==> src/rtl/adder_accumulator_if.sv <==
// Handshake and adder-side signals of the accumulator stage.
// master drives commands and the adder result; slave is the accumulator.
interface adder_accumulator_if #(
    parameter int WIDTH = 4
);
    logic             in_valid;
    logic             in_ready;
    logic [1:0]       in_op;
    logic [WIDTH-1:0] in_operand;
    logic [WIDTH-1:0] add_a;
    logic [WIDTH-1:0] add_b;
    logic [WIDTH:0]   add_sum;
    logic             out_valid;
    logic             out_ready;
    logic [WIDTH-1:0] out_acc;
    logic             out_carry;

    modport master (
        output in_valid, in_op, in_operand, out_ready, add_sum,
        input  in_ready, add_a, add_b, out_valid, out_acc, out_carry
    );

    modport slave (
        input  in_valid, in_op, in_operand, out_ready, add_sum,
        output in_ready, add_a, add_b, out_valid, out_acc, out_carry
    );
endinterface

==> src/rtl/adder_accumulator.sv <==
// Accumulator stage behind a slow combinational adder.
// Holds adder inputs for SETTLE_CYCLES before capturing the sum.
module adder_accumulator #(
    parameter int WIDTH         = 4,
    parameter int SETTLE_CYCLES = 3
) (
    input logic               clk,
    input logic               rst_n,
    adder_accumulator_if.slave bus
);
    typedef enum logic [1:0] {
        IDLE   = 2'd0,
        SETTLE = 2'd1,
        RESP   = 2'd2
    } state_t;

    localparam logic [1:0] OP_LOAD  = 2'b00;
    localparam logic [1:0] OP_ADD   = 2'b01;
    localparam logic [1:0] OP_CLEAR = 2'b10;
    localparam logic [1:0] OP_NOP   = 2'b11;

    localparam logic [7:0] CNT_INIT = 8'(SETTLE_CYCLES - 1);

    state_t           state;
    state_t           state_next;
    logic [WIDTH-1:0] acc;
    logic [WIDTH-1:0] opnd_r;
    logic             carry;
    logic [7:0]       cnt;
    logic             accept;
    logic             sample;

    assign accept = (state == IDLE) && bus.in_valid;
    assign sample = (state == SETTLE) && (cnt == 8'd0);

    // State register; reset abandons any command in flight.
    always_ff @(posedge clk or negedge rst_n) begin
        if (!rst_n) begin
            state <= IDLE;
        end else begin
            state <= state_next;
        end
    end

    // Next state: ADD waits out the carry chain, everything else answers at once.
    always_comb begin
        state_next = state;
        unique case (state)
            IDLE: begin
                if (bus.in_valid) begin
                    if (bus.in_op == OP_ADD) begin
                        state_next = SETTLE;
                    end else begin
                        state_next = RESP;
                    end
                end
            end
            SETTLE: begin
                if (cnt == 8'd0) begin
                    state_next = RESP;
                end
            end
            RESP: begin
                if (bus.out_ready) begin
                    state_next = IDLE;
                end
            end
            default: state_next = IDLE;
        endcase
    end

    // Outputs come from state and registers only, never from inputs.
    always_comb begin
        bus.in_ready  = (state == IDLE);
        bus.out_valid = (state == RESP);
        bus.out_acc   = acc;
        bus.out_carry = carry;
        bus.add_a     = acc;
        bus.add_b     = opnd_r;
    end

    // Datapath; acc and opnd_r stay frozen in SETTLE so the adder sees stable inputs.
    always_ff @(posedge clk or negedge rst_n) begin
        if (!rst_n) begin
            acc    <= '0;
            opnd_r <= '0;
            carry  <= 1'b0;
            cnt    <= 8'd0;
        end else if (accept) begin
            opnd_r <= bus.in_operand;
            unique case (bus.in_op)
                OP_LOAD: begin
                    acc   <= bus.in_operand;
                    carry <= 1'b0;
                end
                OP_ADD: begin
                    cnt <= CNT_INIT;
                end
                OP_CLEAR: begin
                    acc   <= '0;
                    carry <= 1'b0;
                end
                OP_NOP: begin
                end
                default: begin
                end
            endcase
        end else if (sample) begin
            acc   <= bus.add_sum[WIDTH-1:0];
            carry <= bus.add_sum[WIDTH];
        end else if (state == SETTLE) begin
            cnt <= cnt - 8'd1;
        end
    end
endmodule

==> src/flat_wrapper.sv <==
// flat-port wrapper written by rule: the top's interface ports become plain ports
module adder_accumulator_flat 
#(
    parameter int WIDTH         = 4,
    parameter int SETTLE_CYCLES = 3
)
  (clk, rst_n, bus_in_valid, bus_in_op, bus_in_operand, bus_out_ready, bus_add_sum, bus_in_ready, bus_add_a, bus_add_b, bus_out_valid, bus_out_acc, bus_out_carry);
  adder_accumulator_if #(.WIDTH(WIDTH)) bus_i ();
  input logic clk;
  input logic rst_n;
  input wire logic [$bits(bus_i.in_valid)-1:0] bus_in_valid;
  input wire logic [$bits(bus_i.in_op)-1:0] bus_in_op;
  input wire logic [$bits(bus_i.in_operand)-1:0] bus_in_operand;
  input wire logic [$bits(bus_i.out_ready)-1:0] bus_out_ready;
  input wire logic [$bits(bus_i.add_sum)-1:0] bus_add_sum;
  output wire logic [$bits(bus_i.in_ready)-1:0] bus_in_ready;
  output wire logic [$bits(bus_i.add_a)-1:0] bus_add_a;
  output wire logic [$bits(bus_i.add_b)-1:0] bus_add_b;
  output wire logic [$bits(bus_i.out_valid)-1:0] bus_out_valid;
  output wire logic [$bits(bus_i.out_acc)-1:0] bus_out_acc;
  output wire logic [$bits(bus_i.out_carry)-1:0] bus_out_carry;
  assign bus_i.in_valid = bus_in_valid;
  assign bus_i.in_op = bus_in_op;
  assign bus_i.in_operand = bus_in_operand;
  assign bus_i.out_ready = bus_out_ready;
  assign bus_i.add_sum = bus_add_sum;
  assign bus_in_ready = bus_i.in_ready;
  assign bus_add_a = bus_i.add_a;
  assign bus_add_b = bus_i.add_b;
  assign bus_out_valid = bus_i.out_valid;
  assign bus_out_acc = bus_i.out_acc;
  assign bus_out_carry = bus_i.out_carry;
  adder_accumulator #(.WIDTH(WIDTH), .SETTLE_CYCLES(SETTLE_CYCLES)) u_core (.clk(clk), .rst_n(rst_n), .bus(bus_i));
endmodule
==> config.mk <==
export PLATFORM = sky130hd
export DESIGN_NAME = adder_accumulator_flat
export DESIGN_NICKNAME = d
export VERILOG_FILES = /design/src/rtl/adder_accumulator_if.sv /design/src/rtl/adder_accumulator.sv /design/src/flat_wrapper.sv
export SDC_FILE = /design/constraint.sdc
export NUM_CORES = 1
export LEC_CHECK = 0
export BUFFER_PORTS_ARGS = -buffer_cell sky130_fd_sc_hd__buf_4
export CAP_MARGIN = 5
export CORE_UTILIZATION = 50
export DETAILED_ROUTE_END_ITERATION = 6
export PLACE_DENSITY = 0.74
export SLEW_MARGIN = 20
export SYNTH_ARGS = -nofsm -noshare
export SYNTH_HDL_FRONTEND = slang
export SYNTH_SLANG_ARGS = --single-unit
==> constraint.sdc <==
create_clock -name clk -period 3.7 [get_ports clk]
set_clock_uncertainty 0.2 [all_clocks]
set_input_delay 0.37 -clock clk [delete_from_list [all_inputs] [get_ports clk]]
set_output_delay 0.37 -clock clk [all_outputs]
set_load 0.1 [all_outputs]
; Word-level counts from Yosys, hierarchy flattened
; Index checks and enable logic that the tools add are counted.
[totals]
ff_bits = 19
output_inout_bits = 15
[classes]
addsub = 1
n_eq_ne = 11
n_mux = 15
reduce_logical = 12
[ops]
columns = operator, n
row1 = 2-to-1 mux 8 bit, 4
row2 = zero test 8 bit, 1
row3 = 2-to-1 mux 2 bit, 4
row4 = 2-to-1 mux 4 bit, 2
row5 = "!= test 2 bit, second input constant", 4
row6 = one-hot mux 4 bit (2 select lines), 1
row7 = "subtractor 8 x 1 -> 8 bit, second input constant", 1
row8 = one-hot mux 2 bit (3 select lines), 1
row9 = AND reduction 3 bit, 2
row10 = "equality test 2 x 1 -> 1 bit, second input constant", 2
row11 = "equality test 2 bit, second input constant", 2
row12 = zero test 2 bit, 2
row13 = "!= test 2 x 1 -> 1 bit, second input constant", 2
row14 = AND reduction 2 bit, 2
row15 = nonzero test 2 bit, 2
row16 = 2-to-1 mux 1 bit, 3
row17 = "!= test 3 bit, second input constant", 1
row18 = logical AND 1 bit, 2
row19 = OR reduction 2 bit, 1

; Longest topological paths before layout
[depth]
depth_word = 4
mapped_depth = 7

; Worst setup path after synthesis
; OpenSTA, ideal clock, no wires.
[synth_path]
path_kind = register to register
startpoint = register u_core.state[0]
endpoint = register u_core.state[1]
setup_ns = 0.064
arrival_time_ns = 2.218
required_ns = 3.436
slack_ns = 1.217
path_stages_with_launch = 5
n_path_buf = 1
synth_period_minus_slack_ns = 2.483
path_cell_list = dfrtp_1 -> buf_4 -> nor2b_1 -> nor2b_1 -> o21a_1
[synth_between]
elab_chain_cells = 3
elab_cells_between_ends = 8
classes_between = 5 x eq/ne / 1 x mux / 2 x reduce/logical
[synth_lines]
columns = item, line_no
row1 = start: declaration, adder_accumulator.sv:24  ; state_t state;
row2 = start signal: assignment, adder_accumulator.sv:41  ; state <= state_next;
row3 = equality test 2 bit *, n/a
row4 = net bus_out_valid, flat_wrapper.sv:19  ; output wire logic [$bits(bus_i.out_valid)-1:0] bus_out_valid;
row5 = != test 2 bit (no line), n/a
row6 = AND reduction 3 bit (no line), n/a
; Mark *: on every way through the listed nets, which the timed path passes. The rest lies on a longest branch.
; A chain may end at the register's enable or synchronous reset.

; Worst setup path in the final report
[layout_path]
startpoint = register u_core.cnt[0]
endpoint = register u_core.acc[3], in the netlist u_core.bus.add_a[3]
[layout_between]
elab_chain_cells = 4
[layout_lines]
columns = item, line_no
row1 = start: declaration, adder_accumulator.sv:29  ; logic [7:0] cnt;
row2 = start signal: assignment, adder_accumulator.sv:112  ; cnt <= cnt - 8'd1;
row3 = zero test 8 bit, adder_accumulator.sv:34  ; assign sample = (state == SETTLE) && (cnt == 8'd0);
row4 = logical AND 1 bit, adder_accumulator.sv:34
row5 = nonzero test 2 bit (no line), n/a
row6 = AND reduction 2 bit (no line), n/a
row7 = end signal: assignment, adder_accumulator.sv:93  ; acc <= bus.in_operand;
row8 = end signal: assignment, adder_accumulator.sv:109  ; acc <= bus.add_sum[WIDTH-1:0];
row9 = end: declaration, adder_accumulator.sv:26  ; logic [WIDTH-1:0] acc;
; No other way between the ends.

==> summary.md <==
| Metric | Value |
|---|---|
| Share of the yosys chip area belonging to registers | `44.4%` |
| Nets | `149` |
| Vias per cell | `5.26` |
| Critical Path Source Type | `flip-flop` |
| Top FF cell, synth | `dfrtp_1` |
| Final setup viols | `0` |
| WS Path Type | `flip-flop to flip-flop` |
| Detailed Place HPWL | `1.59 mm` |
| Final hold vios | `0` |
| EDFF count, synth | `0` |
| # clock sinks | `19` |
| WL/cell | `13.5 µm` |
| Largest net degree at the start of global routing | `20` |
| Main area contributors after synthesis | `dfrtp_1, mux2_2, buf_4` |
| Worst Hold Class | `input port to flip-flop` |
| Num CTS Buffers | `3` |
| Hold path depth | `2` |
| Worst slew pin tran | `556 ps` |
| Worst-skew pair later-pin latency | `300 ps` |
| Global-route wire length before repair | `3.08 mm` |
| Die Y | `48.3 µm` |
| # fillers | `159` |
| Setup Fix Bufs, Post-CTS | `0` |
| Setup repair after global routing missed its margin | `false` |
| IO Count | `30` |
| Critical R2R Launch | `u_core.cnt[0]` |
| CTS tree | `yes` |
| Final Critical Period | `2200 ps` |
| Critical-path top delay cell | `nor3b_2` |
| Antenna violations before repair | `0` |
| Synth top area share | `44.4%` |
| Top fanout value on the critical path | `7` |
| Post-Syn Area | `1070 µm²` |
| TNS Setup | `0 ps` |
| Placer Congestion | `0.796` |
| Area delta synth->final | `21.5%` |
| Crit path buffers/inverters | `1` |
| Cells after synthesis | `105` |
| Critical-path cell list | `inv_1, ha_1, nor3b_2, a31oi_1, nor2_4, mux2_2` |
| Synthesized area per cell | `10.2 µm²` |
| R2R Setup Slk | `1500 ps` |
| Antenna-violating nets left | `0` |
| Worst r2r path cells | `6` |
| CTS Buffer Depth | `2` |
| # H-tree levels | `1` |
| CP arrival | `2200 ps` |
| Ant. Diodes | `0` |
| Die area | `2330 µm²` |
| Largest delay share family, worst path | `simple AND/OR/NAND/NOR gates` |
| Total global routing overflow | `0` |
| Register bit total from synthesis | `19` |
| Post-synth top cells | `dfrtp_1, nand2_1, nor2_1` |
| Min-delay src | `bus_in_operand[3]` |
| Most common cell in the synthesized netlist | `dfrtp_1` |
| Total wire length | `2.13 mm` |
| Async SR Flop Fraction | `100%` |
| Resized Gates After CTS | `0` |
| Worst-path clk slew | `120 ps` |
| Initial core utilization | `54.0%` |
| Reg2reg end | `u_core.bus.add_a[3]` |
| DRT Pass-1 Iters | `4` |
| Gr usage total | `19.1%` |
| Core area | `1980 µm²` |
| Critical Path RT | `3700 ps` |
| Relative slew slack | `62.6%` |
| Cell count along the critical path | `6` |
| IO Port Bufs | `29` |
| Max Fclk | `0.455 GHz` |
| CTS root buf | `clkbuf_4` |
| Synth warn | `0` |
| Netlist cell types | `36` |
| Vias in the first global route | `707` |
| CP max stage delay | `450 ps` |
| Final Cycle Share | `59.5%` |
| Die Width | `48.3 µm` |
| Final Max Slew Viols | `0` |
| Worst setup EP type | `flip-flop` |
| Max_cap viols | `0` |
| Rows | `16` |
| Worst hold endpoint | `u_core.bus.add_b[3]` |
| Net Count, Synth | `122` |
| Drt drc | `0` |
| Iteration-0 DRC Markers | `14` |
| Dominant cell type by area after synthesis | `dfrtp_1` |
| Via count | `831` |
| Status | `complete, no violations` |
| Share of layout cells above drive strength 1 | `34.4%` |
sequential cells by signal, summed over array words and instances (netlist names):
signal and cells:
u_core.state 2, u_core.bus.add_b 4, u_core.bus.out_carry 1, u_core.cnt 8, u_core.bus.add_a 4
how the worst max path moves through the flow:
| stage | to | from | slack (ps) |
|---|---|---|---|
| 2_1_floorplan | u_core.state[1] | u_core.state[0] | 1220 |
| 3_3_place_gp | u_core.bus.add_a[0] | u_core.cnt[0] | 1720 |
| 3_5_place_dp | u_core.bus.add_a[3] | u_core.cnt[0] | 1570 |
| 4_1_cts | u_core.bus.add_a[3] | u_core.cnt[0] | 1540 |
| 5_1_grt | u_core.bus.add_a[3] | u_core.cnt[0] | 1450 |
| 6_report | u_core.bus.add_a[3] | u_core.cnt[0] | 1500 |
logic make-up after synthesis:
| kind of cell | after synthesis | share of synthesized area [%] |
|---|---|---|
| fa+ha+maj | 2 | 2.34 |
| xor+xnor | 2 | 1.64 |
| flops | 19 | 44.4 |
| mux | 10 | 10.3 |
| simple gates | 40 | 22.3 |
| buf+inv | 13 | 7.48 |
| compound gates | 19 | 11.5 |
area by class of cell:
type                    instances  area, µm²  area share (%)
multi-input cells              73        514            39.6
flip-flops and latches         19        475            36.6
repair buffers                 30        228            17.5
well taps                      27       33.8            2.60
clock buffers                   3       22.5            1.73
inverters                       5       18.8            1.44
clock inverters                 1       7.51           0.577
what timing repair did:
item / 4_1_cts / 5_1_grt
hold buffers: 1 / 0
endpoints found under the hold margin: 19 / 0
setup endpoints to repair: 0 / 0
through the flow:
step           hold slack (ps)  util, %  setup slack [ps]  instance area (µm²)  cells
6_report                  90.8     65.6              1500                 1300    158
5_1_grt                   87.7     65.6              1450                 1300    158
3_5_place_dp              53.1     63.6              1570                 1260    153
4_1_cts                   84.7     65.6              1540                 1300    158
3_3_place_gp              52.2     63.6              1720                 1260    153
2_1_floorplan             -126        -              1220                 1070    105
cells in the final DEF, fill, tap and decap left out, drive strengths merged, types with 2 or more instances in the layout:
cell and n:
nor2 10, o21a 3, nor4 2, nand2 11, inv 5, nor3 3
buf 29, a21oi 3, mux2 8, nand2b 2, xnor2 2, nor3b 2
mux2i 2, ha 2, dfrtp 19, clkbuf 3, nor2b 2, o211ai 2
o21ai 7
metal layers:
metal,global-route usage [%],part of all wire [%]
met1,26.4,49
met2,31.2,46
met3,2.22,3.7
met4,6.67,1.3
met5,0,0
Power is not shown: default switching activity piles up to over one toggle a cycle in this logic, so the estimate is an artifact.
